==> config.mk <==
export PLATFORM = sky130hd
export DESIGN_NAME = comparator_arbiter
export DESIGN_NICKNAME = d
export VERILOG_FILES = /design/src/rtl/comparator_arbiter_pkg.sv /design/src/rtl/comparator_arbiter_cmp.sv /design/src/rtl/comparator_arbiter.sv
export SDC_FILE = /design/constraint.sdc
export NUM_CORES = 1
export LEC_CHECK = 0
export ABC_AREA = 0
export ABC_CLOCK_PERIOD_IN_PS = 2400
export CORE_MARGIN = 2
export CORE_UTILIZATION = 44
export DETAILED_ROUTE_END_ITERATION = 6
export HOLD_SLACK_MARGIN = 0.15
export PLACE_DENSITY_LB_ADDON = 0.08
export SLEW_MARGIN = 30
export SYNTH_ARGS = -nofsm -noshare
export SYNTH_HDL_FRONTEND = slang
export SYNTH_SLANG_ARGS = --single-unit
==> constraint.sdc <==
create_clock -name clk -period 2.4 [get_ports clk]
set_clock_uncertainty 0.1 [all_clocks]
set_input_delay 0.48 -clock clk [delete_from_list [all_inputs] [get_ports clk]]
set_output_delay 0.48 -clock clk [all_outputs]
set_load 0.05 [all_outputs]
==> src/rtl/comparator_arbiter_pkg.sv <==
// Shared types for the two-client comparator arbiter: FSM states, operand latch, result flags.
// Pure declarations; no timing or flow-control behaviour of its own.
// Grant helper is combinational and carries no backpressure.
package comparator_arbiter_pkg;

   localparam int CMP_WIDTH = 20;

   typedef enum logic [1:0] {
      S_IDLE    = 2'd0,
      S_COMPARE = 2'd1,
      S_RESPOND = 2'd2
   } state_t;

   typedef struct packed {
      logic [CMP_WIDTH-1:0] a;
      logic [CMP_WIDTH-1:0] b;
      logic                 gid;
   } op_latch_t;

   typedef struct packed {
      logic lt;
      logic gt;
      logic eq;
   } cmp_flags_t;

   // Returns the requester id to serve; only meaningful when v0 or v1 is set.
   function automatic logic pick_grant(input logic v0, input logic v1,
                                       input logic ptr, input logic rr_en);
      if (v0 && v1) begin
         return rr_en ? ptr : 1'b0;
      end
      return v1;
   endfunction

endpackage

==> src/rtl/comparator_arbiter_cmp.sv <==
// Shared 20-bit unsigned magnitude comparator; exactly one of lt/gt/eq is high.
// Latency: purely combinational, zero cycles.
// Backpressure: none; the owner registers the flags.
module comparator_arbiter_cmp
   import comparator_arbiter_pkg::*;
(
   input  logic [CMP_WIDTH-1:0] a,
   input  logic [CMP_WIDTH-1:0] b,
   output logic                 lt,
   output logic                 gt,
   output logic                 eq
);

   assign lt = (a <  b);
   assign gt = (a >  b);
   assign eq = (a == b);

endmodule

==> src/rtl/comparator_arbiter.sv <==
// Arbitrates two requesters onto one shared comparator and returns registered flags to the winner.
// Latency: handshake at edge T gives a one-cycle rspN_valid pulse after edge T+2; one compare per 3 cycles.
// Backpressure: readyN only in IDLE for the granted requester; responses cannot be stalled.
module comparator_arbiter
   import comparator_arbiter_pkg::*;
#(
   parameter int WIDTH     = CMP_WIDTH,
   parameter bit RR_ENABLE = 1'b1
)
(
   input  logic             clk,
   input  logic             reset,
   input  logic             req0_valid,
   input  logic [WIDTH-1:0] req0_a,
   input  logic [WIDTH-1:0] req0_b,
   output logic             req0_ready,
   input  logic             req1_valid,
   input  logic [WIDTH-1:0] req1_a,
   input  logic [WIDTH-1:0] req1_b,
   output logic             req1_ready,
   output logic             rsp0_valid,
   output logic             rsp1_valid,
   output logic             rsp_lt,
   output logic             rsp_gt,
   output logic             rsp_eq,
   output logic             busy
);

   state_t     state_q;
   state_t     state_d;
   logic       prio_ptr_q;
   op_latch_t  op_q;
   cmp_flags_t flags_q;
   cmp_flags_t cmp_res;
   logic [1:0] rsp_vld_q;
   logic       grant;
   logic       take;

   comparator_arbiter_cmp u_cmp (
      .a  (op_q.a),
      .b  (op_q.b),
      .lt (cmp_res.lt),
      .gt (cmp_res.gt),
      .eq (cmp_res.eq)
   );

   // Reset gates ready combinationally so a valid seen during reset never handshakes.
   always_comb begin
      state_d    = state_q;
      grant      = 1'b0;
      take       = 1'b0;
      req0_ready = 1'b0;
      req1_ready = 1'b0;
      case (state_q)
         S_IDLE: begin
            if (!reset && (req0_valid || req1_valid)) begin
               grant      = pick_grant(req0_valid, req1_valid, prio_ptr_q, RR_ENABLE);
               take       = 1'b1;
               req0_ready = ~grant;
               req1_ready = grant;
               state_d    = S_COMPARE;
            end
         end
         S_COMPARE: state_d = S_RESPOND;
         S_RESPOND: state_d = S_IDLE;
         default:   state_d = S_IDLE;
      endcase
   end

   always_ff @(posedge clk) begin
      if (reset) begin
         state_q    <= S_IDLE;
         prio_ptr_q <= 1'b0;
         op_q       <= '0;
         flags_q    <= '0;
         rsp_vld_q  <= '0;
      end else begin
         state_q   <= state_d;
         rsp_vld_q <= '0;
         if (take) begin
            op_q.a   <= grant ? req1_a : req0_a;
            op_q.b   <= grant ? req1_b : req0_b;
            op_q.gid <= grant;
         end
         if (state_q == S_COMPARE) begin
            flags_q <= cmp_res;
         end
         // The pulse lands in the cycle after RESPOND, where the flags are already stable.
         if (state_q == S_RESPOND) begin
            rsp_vld_q[op_q.gid] <= 1'b1;
            prio_ptr_q          <= ~op_q.gid;
         end
      end
   end

   assign rsp0_valid = rsp_vld_q[0];
   assign rsp1_valid = rsp_vld_q[1];
   assign rsp_lt     = flags_q.lt;
   assign rsp_gt     = flags_q.gt;
   assign rsp_eq     = flags_q.eq;
   assign busy       = (state_q == S_COMPARE) || (state_q == S_RESPOND);

endmodule

==> metrics.cfg <==
[layout]
nets=449
final_cell_area_um2=3450
diodes=0
synthToLayoutAreaGrowth_pct=40.1
drive_gt1_share_pct=7.31

[synth]
yosysMostFrequentCell=dfxtp_1
ys_ff_latch=49
synthTopCellsByArea=dfxtp_1 40%, a222oi_1 16%, ha_1 12%
synth_cells=253
syn_avg_cell_area_um2=9.73
synthArstFlopShare_pct=0
yosys_warnings=0
synth_fp_nets=361
synthTopCellsByCount=49 x dfxtp_1, 44 x nor2_1, 40 x a222oi_1
synth.distinct_cells=36
ys_seq_area_share_pct=39.8
synth-edff-count=0
synth_top_cell_by_area=dfxtp_1
synth_top_cell_area_share_pct=39.8
synth_ff_type=dfxtp_1
syn_area_um2=2460

[floorplanning]
dieArea_um2=6210
dieHeight_um=78.8
fp.coreArea_um2=5440
dieWidth_um=78.8
io_pins=92
start_util_pct=45.3
num_rows=27

[critical_path]
crit_start=state_q[0]
cp.required_ns=1.82
crit_path_end_kind=output pin
endpoint=req0_ready
r2r_end=rsp_gt
r2r_slack_ns=0.33
reg2reg_from=op_q[20]
start_kind=flip-flop
path_class=flip-flop to output pin
path_max_fanout=3
crit_path_top_delay_cell=dfxtp_1
max_stage_delay_ns=0.34
path_cells=inv_1 -> ha_1 -> nand2b_1 -> or2_4 -> nor2b_4 -> buf_12
cp_data_arrival_time_ns=1.68
rr_worst_depth=7

[clocking]
insertion_delay_ns=0.30
cts_buffers=5
path_clk_slew_ns=0.08
cts_tree=built
clock_path_buffers=2
root_buffer=clkbuf_8
clock-sinks=49
htreeDepth=2

[global_route]
grt_max_degree=47
grt_pass1_wl_um=9370
antenna_found_initial=0
grt_pass1_vias=2104
grt-ovfl-total=0
track_usage_pct=19.2

[drt]
wl_met3_um=406
wirelength_um=5880
drc_errors=2
first_pass_iters=7
vias=2253
initialDrtViolationCount=231
wire_per_inst_um=14.2
wl_met2_um=2840
viasPerCell=5.44
wl_met1_um=2550
top_layer=met4
drtAntennaViolNets=0

[timing]
min_period_over_period_pct=94.3
fmax_mhz=442
finalSetupViolations=0
slew_violations=0
finalSetupTns_ns=0
maxSlewHeadroom_pct=67.1
worst_pin_slew_ns=0.492
rsz0062_at_grt=false
final-hold-violation-count=0
finalCriticalPeriod_ns=2.26

[power]
clkPwrFrac_pct=23.6
p_leak_nw=1.37
sw_frac_of_total_pct=29.5
p_sw_mw=0.590
internal-power_mw=1.41
pwr-share-seq_pct=45.8
power_mw=2.00
pwr-share-comb_pct=30.5
ir_drop_mv=0.302
powerDensity_nw_per_um2=580

[outcome]
violations=DRC
outcome=finished with violations

[placed_design]
gp_congestion=0.792
place_area_um2=3350
hpwl_um=4280
io_buffers=91

[hold_path]
hold_path_class=flip-flop to flip-flop

[job]
cap_violations=0

## layout by cell type, fill, tap and decap left out, types with 2 or more instances in the layout
cell type        count
a211oi_1             2
clkbuf_1             3
clkbuf_8             5
o21ai_1              2
nand2_1              7
nor2_1              43
nor3_1               2
ha_1                24
nor4_1               2
a21oi_1             10
dfxtp_1             49
and3_1               2
nor2b_1              2
clkdlybuf4s50_1     87
buf_12               3
buf_4                9
a222oi_1            40
o21ai_0              2
inv_1               25
nand4_1              4
## critical path, delay by kind of cell (launching register included)
kind                     cells  cell delay [ns]
flip-flops                   1             0.34
buffers and inverters        2             0.26
adder cells (fa/ha/maj)      1             0.20
AND/OR/NAND/NOR              3             0.57
## power groups by stage
stage | Sequential (mW) | Clock, mW | Combinational [mW]
CTS | 0.916 | 0.487 | 0.614
floorplan | 0.950 | 0 | 0.381
global route | 0.924 | 0.519 | 0.676
finish | 0.916 | 0.472 | 0.611
global placement | 0.933 | 0 | 0.597
detailed placement | 0.935 | 0 | 0.608
## worst min-delay path by stage
stage / startpoint / endpoint / cells past startpoint
CTS: op_q[0] / rsp_vld_q[1] / 1
finish: op_q[0] / rsp_vld_q[1] / 1
detailed placement: op_q[0] / rsp_vld_q[1] / 1
global route: op_q[0] / rsp_vld_q[1] / 1
global placement: op_q[0] / rsp_vld_q[1] / 1
floorplan: op_q[0] / rsp_vld_q[1] / 1
## per-layer routing
layer	global-route usage [%]	up-vias
met4	5.69	0
met5	0	-
met2	32.6	66
li1	-	1135
met3	5.91	8
met1	23.5	1044
## per-stage QoR
step	cells	util [%]	setup slack (ns)	hold slack, ns
final	414	63.4	0.136	0.382
after global routing	414	63.4	0.0376	0.398
after CTS	413	63.2	0.0302	0.384
after detailed placement	404	61.6	0.0699	0.367
after global placement	404	61.6	0.0746	0.360
after floorplan	253	-	0.411	0.353
## state kept, by name, indices dropped and copies added, names as in the netlist
signal and cells:
state_q 2, prio_ptr_q 1, rsp_gt 1, rsp_eq 1, rsp_lt 1, op_q 41, rsp_vld_q 2
## timing repair
action / CTS / global route
setup buffers: 1 / 1
hold buffers: 0 / 0
endpoints found under the setup margin: 1 / 1
resized for setup: 0 / 1
## cell families (layout without fill, tap and decap cells)
family,count (synthesis),count (layout),synth area share (%)
adders and majority gates,24,24,12.2
AOI/OAI and AO/OA,63,63,22.3
buffers and inverters,45,134,11.9
and+or+nand+nor,71,71,13.3
DFF,49,49,39.8
muxes,1,1,0.407
## final cells by class
| class | instances | area (um2) |
|---|---|---|
| Multi-Input combinational cell | 159 | 1200 |
| Tap cell | 72 | 90.1 |
| Clock buffer | 8 | 80.1 |
| Timing Repair Buffer | 100 | 1000 |
| Inverter | 26 | 97.6 |
| Sequential cell | 49 | 981 |
| Fill cell | 489 | 1990 |
Power figures use the tool's default switching activity.
==> patch, RTL diff (config.mk and constraints unchanged) <==
`RR_ENABLE`: 1'b1 -> 1'b0.
--- a/src/rtl/comparator_arbiter.sv
+++ b/src/rtl/comparator_arbiter.sv
@@ -6,5 +6,5 @@
 #(
    parameter int WIDTH     = CMP_WIDTH,
-   parameter bit RR_ENABLE = 1'b1
+   parameter bit RR_ENABLE = 1'b0
 )
 (
Function: changed (a bounded check fails within 4 cycles, from zero or initial values and one cycle with reset high).
==> patch against the unedited design <==
- synthesized area rose by 15%
- cell count grew 9.2%
- setup slack gained 0.11 ns
- routed wire length up 4.3%
- largest cell class unchanged
- highest routed layer unchanged
- via count grew 0.62%
- power up 0.15%
- largest power group unchanged
- final area increased by 12%
- sequential cell count decreased by 1
==> patch: results (changes against the unedited design) <==
largest driver fanout on the critical path -> 4 (+1)
fill count -> 565 (+16%)
clk root buf -> clkbuf_8
register area share after synthesis -> 34.0% (-5.9 points)
count of nets after finishing -> 482 (+7.3%)
main area contributors after synthesis -> dfxtp_1, a22oi_2, a21oi_2, ha_1, nand2_1
weighted congestion at the end of routability-driven global placement -> 0.767 (-3.2%)
Tightest Pin Transition -> 0.704 ns (+0.212 ns)
worst hold-check slack -> 0.349 ns (-0.0335 ns)
adder and majority gate portion of the synthesized area -> 10.6% (-1.6 points)
share of cell area taken by muxes after synthesis -> 0% (-0.41 points)
Pre-Repair DR Iteration Count -> 4 (-3)
placed standard-cell area -> 3760 um2 (+12%)
first-pass GRT wire length -> 10.4 mm (+11%)
area fraction in compound gates after synthesis -> 35.1% (+13 points)
Slew Limit Fails -> 0 (unchanged)
result of the run -> completed
number of buffers added by the clock tree synthesis step -> 5 (unchanged)
violation count after the first detailed-route iteration -> 77 (-67%)
Worst R2R Setup Slack -> 0.47 ns (+0.14 ns)
total nets after synthesis -> 397 (+10%)
detailed-route vias per instance -> 5.02 (-7.8%)
total detailed-routing wirelength -> 6.13 mm (+4.3%)
DPL Wire Length -> 4.50 mm (+5.1%)
peak supply drop -> 0.301 mV (-0.10%)
pin count of the biggest net entering global routing -> 46 (-2.1%)
share of cells above drive strength 1 -> 26.9% (+20 points)
global router's overall resource usage -> 18.0% (-1.2 points)
list of most frequent post-synthesis cells -> nand2_1, dfxtp_1, a21oi_2, a22oi_2, inv_1
count of distinct cell types in the synthesized netlist -> 34 (-5.6%)
WP data arrival -> 1.57 ns (-0.11 ns)
[patch: cell count changes in the layout (fill, tap and decap cells not counted), sizes merged, moves of 2 or more]
cell	delta
a21o	+2
a21oi	+39
a222oi	-40
a22oi	+40
buf	-3
clkbuf	-2
clkinv	+2
nand2	+43
nor2	-40
[patch: final cells by class]
| type | instances | share of cell area [%] |
|---|---|---|
| inverters | 25 | 2.44 |
| flip-flops and latches | 48 | 25.0 |
| well taps | 77 | 2.50 |
| clock buffers | 6 | 2.14 |
| repair buffers | 97 | 25.8 |
| clock inverters | 2 | 0.260 |
| multi-input cells | 197 | 41.9 |
[patch: cells by family after synthesis]
group | Yosys count
and+or+nand+nor | 69
AOI/OAI and AO/OA | 104
buffers and inverters | 44
adders and majority gates | 24
DFF | 48
[patch: final timing paths]
check,startpoint,end
worst min register to register,op_q[0],rsp_vld_q[0]
worst max-delay path,state_q[1],req1_ready
worst min-delay path,op_q[0],rsp_vld_q[0]
worst max register to register,state_q[1],op_q[24]
[patch: metrics by stage]
| step | utilization [%] | setup WS (ns) | std cells | power [mW] |
|---|---|---|---|---|
| 2_1_floorplan | - | 0.596 | 289 | 1.29 |
| 3_5_place_dp | 59.9 | 0.288 | 444 | 1.53 |
| 3_3_place_gp | 59.9 | 0.299 | 444 | 1.52 |
| 6_report | 61.4 | 0.248 | 452 | 2.00 |
| 5_1_grt | 61.4 | 0.132 | 452 | 2.12 |
| 4_1_cts | 61.4 | 0.230 | 452 | 2.02 |
[patch: worst max-delay path, stage by stage, from the launching register on]
cell	delay, ns
dfxtp_1	0.33
inv_1	0.11
ha_1	0.22
nor2b_4	0.19
and3b_2	0.26
buf_12	0.15
[patch: metal layers]
layer	vias to the layer above	routed length, um	part of all wire [%]	track usage (%)
met1	1008	3130	51	25.5
met2	67	2600	42	27.6
met5	-	0	0	0
met4	0	48	0.78	4.40
met3	4	357	5.8	4.72
li1	1188	-	-	-
[patch: where the power goes]
group	switching, mW	leakage (nW)	internal (mW)
Sequential	0.0341	0.392	0.854
Clock	0.262	0.0510	0.230
Combinational	0.314	0.920	0.308
Total	0.610	1.36	1.39
